**src/rtl/mem_bus_xbar_if.sv**
```systemverilog
// ---------------------------------------------------------------------------
// mem_bus_xbar_if
//   Bundles every signal of the picorv32 native memory bus that passes through
//   the mem_bus_xbar interconnect. The interconnect has two sides:
//     - an upstream master side (one core): mem_valid/ready/addr/wdata/wstrb/rdata
//     - a downstream slave side (N_SLAVES devices): one-hot s_mem_valid,
//       per-slave s_mem_ready and s_mem_rdata, and a broadcast request copy.
//
//   Modports:
//     master : the environment around the interconnect (the core plus the
//              slave devices). It drives the request and the slave responses.
//     slave  : the interconnect itself. It answers the core and drives the
//              downstream selects and request copy.
// ---------------------------------------------------------------------------
interface mem_bus_xbar_if #(
  parameter int N_SLAVES = 4
) ();

  // Upstream (core) side
  logic                     mem_valid;
  logic                     mem_ready;
  logic [31:0]              mem_addr;
  logic [31:0]              mem_wdata;
  logic [3:0]               mem_wstrb;
  logic [31:0]              mem_rdata;

  // Downstream (slave) side; slave i owns s_mem_rdata[32*i+31:32*i]
  logic [N_SLAVES-1:0]      s_mem_valid;
  logic [N_SLAVES-1:0]      s_mem_ready;
  logic [N_SLAVES*32-1:0]   s_mem_rdata;
  logic [31:0]              s_mem_addr;
  logic [31:0]              s_mem_wdata;
  logic [3:0]               s_mem_wstrb;

  modport master (
    output mem_valid, mem_addr, mem_wdata, mem_wstrb,
    output s_mem_ready, s_mem_rdata,
    input  mem_ready, mem_rdata,
    input  s_mem_valid, s_mem_addr, s_mem_wdata, s_mem_wstrb
  );

  modport slave (
    input  mem_valid, mem_addr, mem_wdata, mem_wstrb,
    input  s_mem_ready, s_mem_rdata,
    output mem_ready, mem_rdata,
    output s_mem_valid, s_mem_addr, s_mem_wdata, s_mem_wstrb
  );

endinterface : mem_bus_xbar_if

```
**src/rtl/mem_bus_xbar.sv**
```systemverilog
// ---------------------------------------------------------------------------
// mem_bus_xbar
//   1-master / N-slave interconnect for the picorv32 native memory interface.
//
//   A request is decoded once, in IDLE, on addr[31:28]:
//     - ERR_REGION           -> internal status window (STAT)
//     - claimed by a slave   -> the lowest-index claiming slave is latched and
//                               driven through ACTIVE until it answers or the
//                               per-transaction timer expires
//     - anything else        -> error response (ERR), writes discarded
//
//   Every output is a register. The response phase of RESP/ERR/STAT takes two
//   cycles: the first loads mem_rdata (and any status update), the second
//   presents mem_ready for exactly one cycle and returns to IDLE. This keeps
//   mem_ready confined to those three states and gives a latency of 3 cycles
//   for a slave that accepts in its first selected cycle and 2 cycles for an
//   error or status access.
//
//   Status window (addr[31:28] == ERR_REGION, offset = addr[27:0]):
//     0x0 read : {16'b0, err_cnt[7:0], 6'b0, timeout_bit, err_bit}
//     0x0 write: wstrb[0] && wdata[0] clears err_bit, timeout_bit, err_cnt
//     0x4 read : last_err_addr
//     other    : reads 0
//
//   Ports:
//     clk      clock
//     rst_n    synchronous active-low reset
//     bus      mem_bus_xbar_if.slave (core side + slave side, see interface)
//     err_irq  level interrupt, mirrors the sticky error bit
// ---------------------------------------------------------------------------
module mem_bus_xbar #(
  parameter int                     N_SLAVES    = 4,
  parameter logic [N_SLAVES*16-1:0] SLV_REGIONS = {4{16'h0000}},
  parameter int                     TIMEOUT     = 1024,
  parameter logic [3:0]             ERR_REGION  = 4'hF,
  parameter logic [31:0]            ERR_RDATA   = 32'hDEAD_BEEF
) (
  input  logic          clk,
  input  logic          rst_n,
  mem_bus_xbar_if.slave bus,
  output logic          err_irq
);

  localparam int SEL_W = (N_SLAVES > 1) ? $clog2(N_SLAVES) : 1;
  localparam int TMR_W = $clog2(TIMEOUT) + 1;

  typedef enum logic [2:0] {
    IDLE,
    ACTIVE,
    RESP,
    ERR,
    STAT
  } state_e;

  // -------------------------------------------------------------------------
  // State and registered outputs
  // -------------------------------------------------------------------------
  state_e              state_q;
  logic                mem_ready_q;
  logic [31:0]         mem_rdata_q;
  logic [N_SLAVES-1:0] s_valid_q;
  logic [31:0]         addr_q;
  logic [31:0]         wdata_q;
  logic [3:0]          wstrb_q;
  logic [SEL_W-1:0]    sel_q;
  logic [TMR_W-1:0]    timer_q;

  // Status window
  logic                err_bit_q;
  logic                to_bit_q;
  logic [7:0]          err_cnt_q;
  logic [31:0]         last_err_addr_q;

  // -------------------------------------------------------------------------
  // Combinational helpers
  // -------------------------------------------------------------------------
  logic                hit;
  logic [SEL_W-1:0]    hit_idx;
  logic                slv_ready;
  logic [31:0]         slv_rdata;
  logic                to_evt;
  logic                err_evt;
  logic                stat_clr;
  logic [31:0]         stat_rdata;

  // Address decode: scanning from the top index down lets the lowest
  // claiming slave overwrite any higher one, so overlaps resolve to it.
  always_comb begin
    // NOTE: every variable written here gets a default first, otherwise a
    // path that skips the assignment would infer a latch.
    hit     = 1'b0;
    hit_idx = '0;
    for (int i = N_SLAVES - 1; i >= 0; i--) begin
      if (SLV_REGIONS[i*16 + int'(bus.mem_addr[31:28])]) begin
        hit     = 1'b1;
        hit_idx = SEL_W'(i);
      end
    end
  end

  // Response mux for the latched slave only; other slaves' ready/rdata are
  // never looked at, so a stray ready from a deselected slave is harmless.
  always_comb begin
    slv_ready = 1'b0;
    slv_rdata = '0;
    for (int i = 0; i < N_SLAVES; i++) begin
      if (sel_q == SEL_W'(i)) begin
        slv_ready = bus.s_mem_ready[i];
        slv_rdata = bus.s_mem_rdata[i*32 +: 32];
      end
    end
  end

  always_comb begin
    // Ready wins over a timeout landing in the same cycle.
    to_evt   = (state_q == ACTIVE) && !slv_ready &&
               (timer_q == TMR_W'(TIMEOUT - 1));
    // Events and clears fire only in the first (load) phase of their state.
    err_evt  = (state_q == ERR) && !mem_ready_q;
    stat_clr = (state_q == STAT) && !mem_ready_q &&
               (bus.mem_addr[27:0] == 28'h0) &&
               bus.mem_wstrb[0] && bus.mem_wdata[0];

    case (bus.mem_addr[27:0])
      28'h0:   stat_rdata = {16'h0, err_cnt_q, 6'b0, to_bit_q, err_bit_q};
      28'h4:   stat_rdata = last_err_addr_q;
      default: stat_rdata = 32'h0;
    endcase
  end

  // -------------------------------------------------------------------------
  // FSM with registered outputs
  // -------------------------------------------------------------------------
  always_ff @(posedge clk) begin
    if (!rst_n) begin
      state_q         <= IDLE;
      mem_ready_q     <= 1'b0;
      mem_rdata_q     <= '0;
      s_valid_q       <= '0;
      addr_q          <= '0;
      wdata_q         <= '0;
      wstrb_q         <= '0;
      sel_q           <= '0;
      timer_q         <= '0;
      err_bit_q       <= 1'b0;
      to_bit_q        <= 1'b0;
      err_cnt_q       <= '0;
      last_err_addr_q <= '0;
    end else begin
      // NOTE: sequential state uses non-blocking assignments so every
      // register samples the pre-edge value of every other register.
      case (state_q)
        IDLE: begin
          mem_ready_q <= 1'b0;
          if (bus.mem_valid) begin
            if (bus.mem_addr[31:28] == ERR_REGION) begin
              state_q <= STAT;
            end else if (hit) begin
              addr_q    <= bus.mem_addr;
              wdata_q   <= bus.mem_wdata;
              wstrb_q   <= bus.mem_wstrb;
              sel_q     <= hit_idx;
              timer_q   <= '0;
              s_valid_q <= N_SLAVES'(1) << hit_idx;
              state_q   <= ACTIVE;
            end else begin
              state_q <= ERR;
            end
          end
        end

        ACTIVE: begin
          timer_q <= timer_q + 1'b1;
          if (slv_ready) begin
            mem_rdata_q <= slv_rdata;
            s_valid_q   <= '0;
            state_q     <= RESP;
          end else if (to_evt) begin
            mem_rdata_q     <= ERR_RDATA;
            last_err_addr_q <= addr_q;
            s_valid_q       <= '0;
            state_q         <= RESP;
          end
        end

        RESP: begin
          if (!mem_ready_q) begin
            mem_ready_q <= 1'b1;
          end else begin
            mem_ready_q <= 1'b0;
            state_q     <= IDLE;
          end
        end

        ERR: begin
          if (!mem_ready_q) begin
            mem_rdata_q     <= ERR_RDATA;
            last_err_addr_q <= bus.mem_addr;
            mem_ready_q     <= 1'b1;
          end else begin
            mem_ready_q <= 1'b0;
            state_q     <= IDLE;
          end
        end

        STAT: begin
          if (!mem_ready_q) begin
            // A clearing write returns the pre-clear status word.
            mem_rdata_q <= stat_rdata;
            mem_ready_q <= 1'b1;
          end else begin
            mem_ready_q <= 1'b0;
            state_q     <= IDLE;
          end
        end

        default: begin
          mem_ready_q <= 1'b0;
          s_valid_q   <= '0;
          state_q     <= IDLE;
        end
      endcase

      // Sticky status; a clear beats an event in the same cycle.
      if (stat_clr) begin
        err_bit_q <= 1'b0;
        to_bit_q  <= 1'b0;
        err_cnt_q <= '0;
      end else if (err_evt || to_evt) begin
        err_bit_q <= 1'b1;
        if (to_evt) begin
          to_bit_q <= 1'b1;
        end
        if (err_cnt_q != 8'hFF) begin
          err_cnt_q <= err_cnt_q + 8'd1;
        end
      end
    end
  end

  // -------------------------------------------------------------------------
  // Output drive
  // -------------------------------------------------------------------------
  assign bus.mem_ready   = mem_ready_q;
  assign bus.mem_rdata   = mem_rdata_q;
  assign bus.s_mem_valid = s_valid_q;
  assign bus.s_mem_addr  = addr_q;
  assign bus.s_mem_wdata = wdata_q;
  assign bus.s_mem_wstrb = wstrb_q;
  assign err_irq         = err_bit_q;

endmodule : mem_bus_xbar
```
**src/flat_wrapper.sv**
```systemverilog
// flat-port wrapper written by rule: the top's interface ports become plain ports
module mem_bus_xbar_flat 
#(
  parameter int                     N_SLAVES    = 4,
  parameter logic [N_SLAVES*16-1:0] SLV_REGIONS = {4{16'h0000}},
  parameter int                     TIMEOUT     = 1024,
  parameter logic [3:0]             ERR_REGION  = 4'hF,
  parameter logic [31:0]            ERR_RDATA   = 32'hDEAD_BEEF
)
  (clk, rst_n, err_irq, bus_mem_valid, bus_mem_addr, bus_mem_wdata, bus_mem_wstrb, bus_s_mem_ready, bus_s_mem_rdata, bus_mem_ready, bus_mem_rdata, bus_s_mem_valid, bus_s_mem_addr, bus_s_mem_wdata, bus_s_mem_wstrb);
  mem_bus_xbar_if #(.N_SLAVES(N_SLAVES)) bus_i ();
  input  logic clk;
  input  logic rst_n;
  output logic err_irq;
  input wire logic [$bits(bus_i.mem_valid)-1:0] bus_mem_valid;
  input wire logic [$bits(bus_i.mem_addr)-1:0] bus_mem_addr;
  input wire logic [$bits(bus_i.mem_wdata)-1:0] bus_mem_wdata;
  input wire logic [$bits(bus_i.mem_wstrb)-1:0] bus_mem_wstrb;
  input wire logic [$bits(bus_i.s_mem_ready)-1:0] bus_s_mem_ready;
  input wire logic [$bits(bus_i.s_mem_rdata)-1:0] bus_s_mem_rdata;
  output wire logic [$bits(bus_i.mem_ready)-1:0] bus_mem_ready;
  output wire logic [$bits(bus_i.mem_rdata)-1:0] bus_mem_rdata;
  output wire logic [$bits(bus_i.s_mem_valid)-1:0] bus_s_mem_valid;
  output wire logic [$bits(bus_i.s_mem_addr)-1:0] bus_s_mem_addr;
  output wire logic [$bits(bus_i.s_mem_wdata)-1:0] bus_s_mem_wdata;
  output wire logic [$bits(bus_i.s_mem_wstrb)-1:0] bus_s_mem_wstrb;
  assign bus_i.mem_valid = bus_mem_valid;
  assign bus_i.mem_addr = bus_mem_addr;
  assign bus_i.mem_wdata = bus_mem_wdata;
  assign bus_i.mem_wstrb = bus_mem_wstrb;
  assign bus_i.s_mem_ready = bus_s_mem_ready;
  assign bus_i.s_mem_rdata = bus_s_mem_rdata;
  assign bus_mem_ready = bus_i.mem_ready;
  assign bus_mem_rdata = bus_i.mem_rdata;
  assign bus_s_mem_valid = bus_i.s_mem_valid;
  assign bus_s_mem_addr = bus_i.s_mem_addr;
  assign bus_s_mem_wdata = bus_i.s_mem_wdata;
  assign bus_s_mem_wstrb = bus_i.s_mem_wstrb;
  mem_bus_xbar #(.N_SLAVES(N_SLAVES), .SLV_REGIONS(SLV_REGIONS), .TIMEOUT(TIMEOUT), .ERR_REGION(ERR_REGION), .ERR_RDATA(ERR_RDATA)) u_core (.clk(clk), .rst_n(rst_n), .bus(bus_i), .err_irq(err_irq));
endmodule
```
**config.mk**
```make
export PLATFORM = sky130hd
export DESIGN_NAME = mem_bus_xbar_flat
export DESIGN_NICKNAME = d
export VERILOG_FILES = /design/src/rtl/mem_bus_xbar_if.sv /design/src/rtl/mem_bus_xbar.sv /design/src/flat_wrapper.sv
export SDC_FILE = /design/constraint.sdc
export NUM_CORES = 1
export LEC_CHECK = 0
export CORE_AREA = 2 2 119 121
export CTS_CLUSTER_DIAMETER = 40
export DETAILED_ROUTE_END_ITERATION = 6
export DIE_AREA = 0 0 121 123
export PLACE_DENSITY = 0.76
export SYNTH_ARGS = -nofsm -noshare
export SYNTH_HDL_FRONTEND = slang
export SYNTH_SLANG_ARGS = --single-unit
export TNS_END_PERCENT = 30
```
**constraint.sdc**
```tcl
create_clock -name clk -period 6.7 [get_ports clk]
set_input_delay 1.005 -clock clk [delete_from_list [all_inputs] [get_ports clk]]
set_output_delay 1.005 -clock clk [all_outputs]
set_load 0.02 [all_outputs]
```
==> impl_metrics.yaml, run 1 <==
sta:
  setup_viol: 0
  final_max_slew_viol_count: 0
  grt_setup_unrepaired: "no"
  min_period_ns: 3.13
  fmax_ghz: 0.320
  finalCritPeriodShare_pct: 46.7
  worst_slack_ns: 3.57
  worst_pin_slew_ns: 1.07
  slew-limit-headroom_pct: 28.2
  clock-skew-final_ns: 0.0119
  finalSetupTns_ns: 0
  hold_viol_final: 0
route:
  vias_per_cell: 5.01
  drt_pass1_iterations: 4
  vias: 4201
  drt_wl_total_um: 12600
  drtIter0Drc: 356
  drc: 0
  drt-wirelength-per-cell_um: 15.1
  postRouteAntennaNets: 0
logic_synthesis:
  synthFlopType: "dfxtp_1"
  synthArstFlopShare_pct: 0
  yosysMostFrequentCell: "dfxtp_1"
  synth.area.top_cells: "dfxtp_1 39%, buf_4 12%, nand2_1 6.3%"
  syn_area_um2: 4660
  ys_warn_count: 0
  postSynthAreaPerCell_um2: 8.08
  yosysTopAreaCellShare_pct: 38.7
  synthCells: 577
  synth-seq-cells: 90
  yosysUniqueCellTypes: 39
  synth_commonest_cells: "90 x dfxtp_1, 78 x nand2_1, 72 x buf_4"
  synth_edf_count: 0
  seq_area_frac_synth_pct: 38.7
  yosys.area.top_type: "dfxtp_1"
clocking:
  post_cts_buffers: 0
  clk_pin_slew_ns: 0.07
  clk_latency_ns: 0.34
  postCtsResizedCells: 0
  cts_sinks: 90
  cts_max_level: 3
  holdBufCountCts: 0
  cts_buffers: 9
  cts_tree: "yes"
  cts_buffer_depth: 2
  clock-root-buffer: "clkbuf_16"
layout:
  fillCellCount: 1349
  drive_gt1_share_pct: 5.78
  antenna_cells: 0
  final_nets: 858
  syn_to_final_growth_pct: 25.0
placement:
  gp_congestion: 0.847
  dp_hpwl_um: 8600
  dp_worst_setup_slack_ns: 3.26
  portBuffers: 104
global_route:
  antenna_found_initial: 0
  first_global_vias: 3749
  grt_start_max_net_pins: 83
  grt_use_total_pct: 16.6
  overflow: 0
  grt_pass1_wl_um: 19600
power_and_ir_drop:
  power_density_nw_per_um2: 294
  power.internal_uw: 1120
  p_clk_share_pct: 28.0
  share_comb_of_total_power_pct: 32.9
  total_power_uw: 1710
  ir_worst_vdd_uv: 145
  seq_power_share_pct: 39.2
  switching_power_uw: 592
  p_leak_uw: 0.00211
  switching_share_pct: 34.6
flow_run:
  drv_cap: 0
die:
  chipHeight_um: 123
  rows: 43
  start_util_pct: 34.2
  core_um2: 13600
  dieArea_um2: 14900
  num_io_pins: 309
  die_w_um: 121
setup_path:
  arrival_ns: 3.37
  startpoint_type: "input port"
  required_ns: 6.94
  critical_path_class: "input port to register"
  setup.worst_path.end_class: "register"
  crit_fanout: 24
outcome:
  status: "complete, no violations"
hold_path:
  hp-class: "register to register"
-- per-layer routing --
metal | global-route usage [%] | part of all wire, %
met5 | 0 | 0
met2 | 24.2 | 43
met1 | 23.6 | 47
met4 | 5.96 | 2.0
met3 | 4.34 | 8.1
-- final timing paths --
check	start	to	slack, ns	cells past startpoint
worst max-delay path	bus_mem_addr[13]	u_core.bus.mem_rdata[5]	3.57	7
worst min-delay path	u_core.bus.s_mem_valid[0]	u_core.bus.s_mem_valid[0]	0.44	2
worst max register to register	u_core.state_q[1]	u_core.bus.mem_rdata[3]	3.70	5
worst min register to register	u_core.bus.s_mem_valid[0]	u_core.bus.s_mem_valid[0]	0.44	2
-- layout by cell type, fill, tap and decap left out, drive strengths merged, types with 3 or more instances in the layout --
cell type        n
clkdlybuf4s50  103
dfxtp           90
nand2           78
conb            71
nand3           40
nor2            39
a21boi          36
o32ai           24
a21oi           23
a31oi           22
nand4           13
o21ai           12
and2            11
clkbuf          11
mux2            10
nor3             9
buf              9
nor4             6
xnor2            6
o31ai            5
or4              5
or3              5
nor2b            4
xor2             3
clkinv           3
-- layout make-up --
class,instances,area [µm²],share of cell area [%]
Multi-Input combinational cell,439,2420,41.5
Tap cell,180,225,3.87
Inverter,1,3.75,0.0644
Clock inverter,5,38.8,0.666
Timing Repair Buffer,112,1100,18.8
Sequential cell,90,1800,30.9
Clock buffer,11,243,4.17
-- worst max-delay path: stages --
cell	delay (ns)
clkdlybuf4s50_1	0.42
nor4_1	0.45
nand4_1	0.21
nor2_2	0.43
buf_4	0.36
a31oi_1	0.17
o32ai_1	0.31
-- power groups by stage --
stage | combinational, µW | sequential (µW) | clock (µW)
floorplan | 296 | 745 | 0
CTS | 565 | 671 | 492
finish | 563 | 671 | 479
global route | 605 | 681 | 511
global placement | 556 | 680 | 0
detailed placement | 562 | 679 | 0
-- registers in the layout (all words and copies together) (netlist names) --
signal,flops
u_core.bus.mem_rdata,32
u_core.last_err_addr_q,32
u_core.timer_q,11
u_core.err_cnt_q,8
u_core.state_q,3
u_core.bus.mem_ready,1
u_core.bus.s_mem_valid,1
u_core.err_irq,1
u_core.to_bit_q,1
-- stage by stage --
step | instances | hold WS [ns] | instance area [µm²] | util (%)
floorplan | 647 | 0.436 | 4920 | -
global placement | 822 | 0.426 | 5550 | 40.7
detailed placement | 822 | 0.438 | 5550 | 40.7
CTS | 838 | 0.446 | 5830 | 42.8
global route | 838 | 0.471 | 5830 | 42.8
finish | 838 | 0.439 | 5830 | 42.8
-- cells by family after synthesis --
logic type	Yosys count	share of synthesized area, %
AOI/OAI and AO/OA	129	19.2
buffers and inverters	118	15.4
xor gates and xnor gates	9	1.69
other	1	0.0805
and+or+nand+nor	218	22.0
muxes	10	2.42
DFF	90	38.7
adders and majority gates	2	0.537
Power figures use the tool's default switching activity.
==> run 2, diff against run 1 <==
--- a/config.mk
+++ b/config.mk
@@ -5,11 +5,11 @@
 export SDC_FILE = /design/constraint.sdc
 export NUM_CORES = 1
 export LEC_CHECK = 0
-export CORE_AREA = 2 2 119 121
+export CORE_MARGIN = 2
+export CORE_UTILIZATION = 33
 export CTS_CLUSTER_DIAMETER = 40
 export DETAILED_ROUTE_END_ITERATION = 6
-export DIE_AREA = 0 0 121 123
-export PLACE_DENSITY = 0.76
+export PLACE_DENSITY = 0.77
 export SYNTH_ARGS = -nofsm -noshare
 export SYNTH_HDL_FRONTEND = slang
 export SYNTH_SLANG_ARGS = --single-unit
==> constraint.sdc (replaced) <==
create_clock -name clk -period 2.68 [get_ports clk]
set_input_delay 0.402 -clock clk [delete_from_list [all_inputs] [get_ports clk]]
set_output_delay 0.402 -clock clk [all_outputs]
set_load 0.02 [all_outputs]
==> run 2 against run 1 <==
Combinational power rose to 2.6 times the previous value. Largest power group unchanged. Sequential share of layout area fell by 0.76 points. Sequential cell count stayed put. Worst hold slack got worse by 0.0041 ns. Critical path depth fell by 2. Largest cell class unchanged. Critical path type is now register to register.
==> impl_metrics.yaml, run 2 (same netlist as run 1, synthesis figures left out) <==
layout:
  antenna_cells: 0
  fillCellCount: 1394
  fin_area_um2: 5970
  multi_input_area_um2: 2420
  syn_to_final_growth_pct: 28.2
  drive_gt1_share_pct: 7.59
  layout_commonest_cell: "clkdlybuf4s50_1"
  most-common-layout-cells: "103 x clkdlybuf4s50_1, 90 x dfxtp_1, 78 x nand2_1"
  seqCellArea_um2: 1800
  final_nets: 872
sta:
  final_max_slew_viol_count: 0
  finalSetupTns_ns: 0
  setup_viol: 0
  finalCritPeriodShare_pct: 88.8
  slew-limit-headroom_pct: 65.7
  grt_setup_unrepaired: "no"
  fmax_ghz: 0.420
  hold_slack_ns: 0.435
  clock-skew-final_ns: 0.00927
  min_period_ns: 2.38
  worst_pin_slew_ns: 0.508
  hold_viol_final: 0
global_route:
  first_global_vias: 3756
  grt_use_total_pct: 16.6
  grt_pass1_wl_um: 19800
  overflow: 0
  antenna_found_initial: 0
  grt_start_max_net_pins: 43
route:
  postRouteAntennaNets: 0
  drt_pass1_iterations: 5
  drt_wl_total_um: 12700
  drtIter0Drc: 333
  vias_per_cell: 4.97
  drt-wirelength-per-cell_um: 14.9
  drc: 0
  vias: 4238
setup_path:
  required_ns: 2.95
  setup.worst_path.end_class: "register"
  critical_path_class: "register to register"
  r2r_setup_slack_ns: 0.30
  worstRegToRegCells: 5
  arrival_ns: 2.65
  r2r_end: "u_core.err_cnt_q[5]"
  regToRegStartpoint: "u_core.state_q[0]"
  startpoint_type: "register"
  crit_fanout: 11
power_and_ir_drop:
  power_density_nw_per_um2: 741
  total_power_uw: 4420
  ir_worst_vdd_uv: 394
  p_leak_uw: 0.00219
clocking:
  cts_max_level: 3
  cts_sinks: 90
  cts_buffer_depth: 2
  cts_tree: "yes"
  postCtsResizedCells: 0
  holdBufCountCts: 0
  post_cts_buffers: 0
  clk_latency_ns: 0.34
  clk_pin_slew_ns: 0.06
  cts_buffers: 9
  clock-root-buffer: "clkbuf_16"
die:
  dieArea_um2: 15100
  core_um2: 13800
  chipHeight_um: 123
  die_w_um: 123
  start_util_pct: 33.7
  rows: 43
  num_io_pins: 309
outcome:
  status: "complete, no violations"
hold_path:
  min_to: "u_core.bus.s_mem_valid[0]"
  hp-start: "u_core.bus.s_mem_valid[0]"
  hold_depth: 2
  hp-class: "register to register"
placement:
  gp_congestion: 0.800
  dp_hpwl_um: 8790
  portBuffers: 104
  post_dp_cell_area_um2: 5680
flow_run:
  drv_cap: 0
[run 2: critical path, cell delays in order, from the launching register on]
cell and delay (ns):
dfxtp_1 0.48, or3b_1 0.39, or3_1 0.35, o22a_1 0.36, or4_1 0.56, a21oi_1 0.17
[run 2: layer usage]
layer / global-route usage, % / wire length (µm) / part of all wire (%)
met5: 0 / 0 / 0
met4: 4.17 / 118 / 0.93
met1: 23.2 / 5810 / 46
met3: 4.97 / 1040 / 8.2
met2: 25.0 / 5750 / 45
[run 2: through the flow]
step / worst slack (ns) / std cells / utilization, %
4_1_cts: 0.313 / 852 / 43.2
5_1_grt: 0.193 / 852 / 43.2
3_3_place_gp: 0.249 / 836 / 41.0
2_1_floorplan: 0.347 / 647 / -
3_5_place_dp: 0.231 / 836 / 41.0
6_report: 0.299 / 852 / 43.2
[run 2: report_power, final]
part | switching [µW] | internal (µW)
clock | 524 | 749
combinational | 842 | 650
sequential | 123 | 1530
total | 1490 | 2930
[run 2: area by class of cell]
type | count | area share, %
Sequential cell | 90 | 30.2
Multi-Input combinational cell | 439 | 40.5
Inverter | 1 | 0.0628
Clock inverter | 4 | 0.859
Tap cell | 180 | 3.77
Clock buffer | 12 | 4.13
Timing Repair Buffer | 126 | 20.5
[run 2: how the worst max path moves through the flow]
stage / startpoint / to / cells past startpoint / slack (ns)
6_report: u_core.state_q[0] / u_core.err_cnt_q[5] / 5 / 0.30
5_1_grt: u_core.state_q[0] / u_core.err_cnt_q[3] / 6 / 0.19
4_1_cts: u_core.state_q[0] / u_core.err_cnt_q[5] / 5 / 0.31
3_5_place_dp: bus_s_mem_ready[0] / u_core.err_cnt_q[3] / 6 / 0.23
3_3_place_gp: bus_s_mem_ready[0] / u_core.err_cnt_q[3] / 6 / 0.25
2_1_floorplan: u_core.state_q[0] / u_core.err_cnt_q[4] / 9 / 0.35
==> run 3, diff against run 2 <==
--- a/config.mk
+++ b/config.mk
@@ -10,6 +10,7 @@
 export CTS_CLUSTER_DIAMETER = 40
 export DETAILED_ROUTE_END_ITERATION = 6
 export PLACE_DENSITY = 0.77
+export RECOVER_POWER = 50
 export SYNTH_ARGS = -nofsm -noshare
 export SYNTH_HDL_FRONTEND = slang
 export SYNTH_SLANG_ARGS = --single-unit
==> run 3 against run 2 <==
Combinational power decreased by 5%. Critical endpoint unchanged. Highest routed layer unchanged. Sequential cell count unchanged. Worst hold slack got worse by 0.0029 ns. Clock power about the same. Critical path type unchanged. Routed wire length increased by 0.46%.
==> impl_metrics.yaml, run 3 (same netlist as run 1, synthesis figures left out) <==
sta:
  worst_slack_ns: 0.327
  grt_setup_unrepaired: "no"
  finalSetupTns_ns: 0
  setup_viol: 0
  min_period_ns: 2.35
  final_max_slew_viol_count: 0
  slew-limit-headroom_pct: 65.7
  fmax_ghz: 0.425
  clock-skew-final_ns: 0.00974
  worst_pin_slew_ns: 0.507
  hold_viol_final: 0
  finalCritPeriodShare_pct: 87.8
clocking:
  cts_sinks: 90
  clock-root-buffer: "clkbuf_16"
  clk_latency_ns: 0.34
  post_cts_buffers: 0
  postCtsResizedCells: 0
  cts_buffer_depth: 2
  holdBufCountCts: 0
  clk_pin_slew_ns: 0.06
  cts_buffers: 9
  cts_max_level: 3
  cts_tree: "yes"
global_route:
  grt_pass1_wl_um: 19800
  grt_start_max_net_pins: 43
  first_global_vias: 3756
  overflow: 0
  grt_use_total_pct: 16.6
  antenna_found_initial: 0
setup_path:
  crit_path_cell_trace: "or3b_1, or3_1, o22a_1, or4_1, a21oi_1"
  arrival_ns: 2.62
  slowest_stage: "or4_1"
  startpoint_type: "register"
  r2r_setup_slack_ns: 0.33
  slowest_delay_ns: 0.56
  required_ns: 2.95
  cp_top_family: "simple AND/OR/NAND/NOR gates"
  setup.worst_path.end_class: "register"
  crit_fanout: 11
  cp_num_buf_inv: 0
  critical_path_class: "register to register"
power_and_ir_drop:
  p_leak_uw: 0.00227
  ir_worst_vdd_uv: 379
  power_density_nw_per_um2: 730
die:
  core_um2: 13800
  start_util_pct: 33.7
  num_io_pins: 309
  chipHeight_um: 123
  dieArea_um2: 15100
  die_w_um: 123
  rows: 43
layout:
  layout_commonest_cell: "dfxtp_1"
  fin_area_um2: 5940
  final_nets: 872
  syn_to_final_growth_pct: 27.5
  most-common-layout-cells: "90 x dfxtp_1, 78 x nand2_1, 71 x conb_1"
  drive_gt1_share_pct: 6.85
  antenna_cells: 0
route:
  postRouteAntennaNets: 0
  vias: 4235
  drt-wirelength-per-cell_um: 15.0
  drt_pass1_iterations: 5
  drtIter0Drc: 293
  drc: 0
  drt_wl_total_um: 12800
  vias_per_cell: 4.97
placement:
  post_dp_cell_area_um2: 5680
  portBuffers: 104
  dp_worst_setup_slack_ns: 0.231
  dp_hpwl_um: 8790
  gp_congestion: 0.800
outcome:
  status: "complete, no violations"
flow_run:
  drv_cap: 0
hold_path:
  hp-class: "register to register"
==> run 3: changes by cell type in the layout (fill, tap and decap cells not counted), moves of 3 or more <==
cell / before / now
and2_0: 0 / 7
and2_1: 11 / 4
buf_4: 20 / 17
clkbuf_1: 2 / 5
clkdlybuf4s50_1: 103 / 68
dlygate4sd3_1: 0 / 35
==> run 3: worst paths after layout <==
check	from	endpoint	depth (start not counted)
worst max register to register	u_core.state_q[0]	u_core.err_cnt_q[5]	5
worst min-delay path	u_core.bus.s_mem_valid[0]	u_core.bus.s_mem_valid[0]	2
worst min register to register	u_core.bus.s_mem_valid[0]	u_core.bus.s_mem_valid[0]	2
worst max-delay path	u_core.state_q[0]	u_core.err_cnt_q[5]	5
==> run 3: final cells by class <==
class / count / area [µm²]
repair buffers: 126 / 1210
inverters: 1 / 3.75
fillers: 1400 / 7880
well taps: 180 / 225
clock inverters: 4 / 51.3
clock buffers: 12 / 246
flip-flops and latches: 90 / 1800
multi-input cells: 439 / 2400
==> run 3: through the flow <==
| step | std cells | total power (µW) | utilization (%) | hold slack [ns] |
|---|---|---|---|---|
| global placement | 836 | 3160 | 41.0 | 0.426 |
| detailed placement | 836 | 3170 | 41.0 | 0.432 |
| global route | 852 | 4550 | 43.0 | 0.448 |
| finish | 852 | 4340 | 43.0 | 0.432 |
| floorplan | 647 | 2600 | - | 0.436 |
| CTS | 852 | 4450 | 43.2 | 0.440 |
==> run 3: worst register-to-register path, stage by stage (launching register included) <==
cell	delay, ns
dfxtp_1	0.47
or3b_1	0.39
or3_1	0.35
o22a_1	0.35
or4_1	0.56
a21oi_1	0.18
==> run 3: layer usage <==
| layer | vias up | part of all wire, % | track usage, % |
|---|---|---|---|
| met5 | - | 0 | 0 |
| met2 | 183 | 45 | 25.0 |
| met4 | 0 | 0.88 | 4.17 |
| met3 | 12 | 7.8 | 4.97 |
| li1 | 2075 | - | - |
| met1 | 1965 | 46 | 23.2 |
==> run 3: where the power goes <==
part | internal (µW) | switching, µW
Clock | 749 | 523
Combinational | 580 | 840
Sequential | 1530 | 113
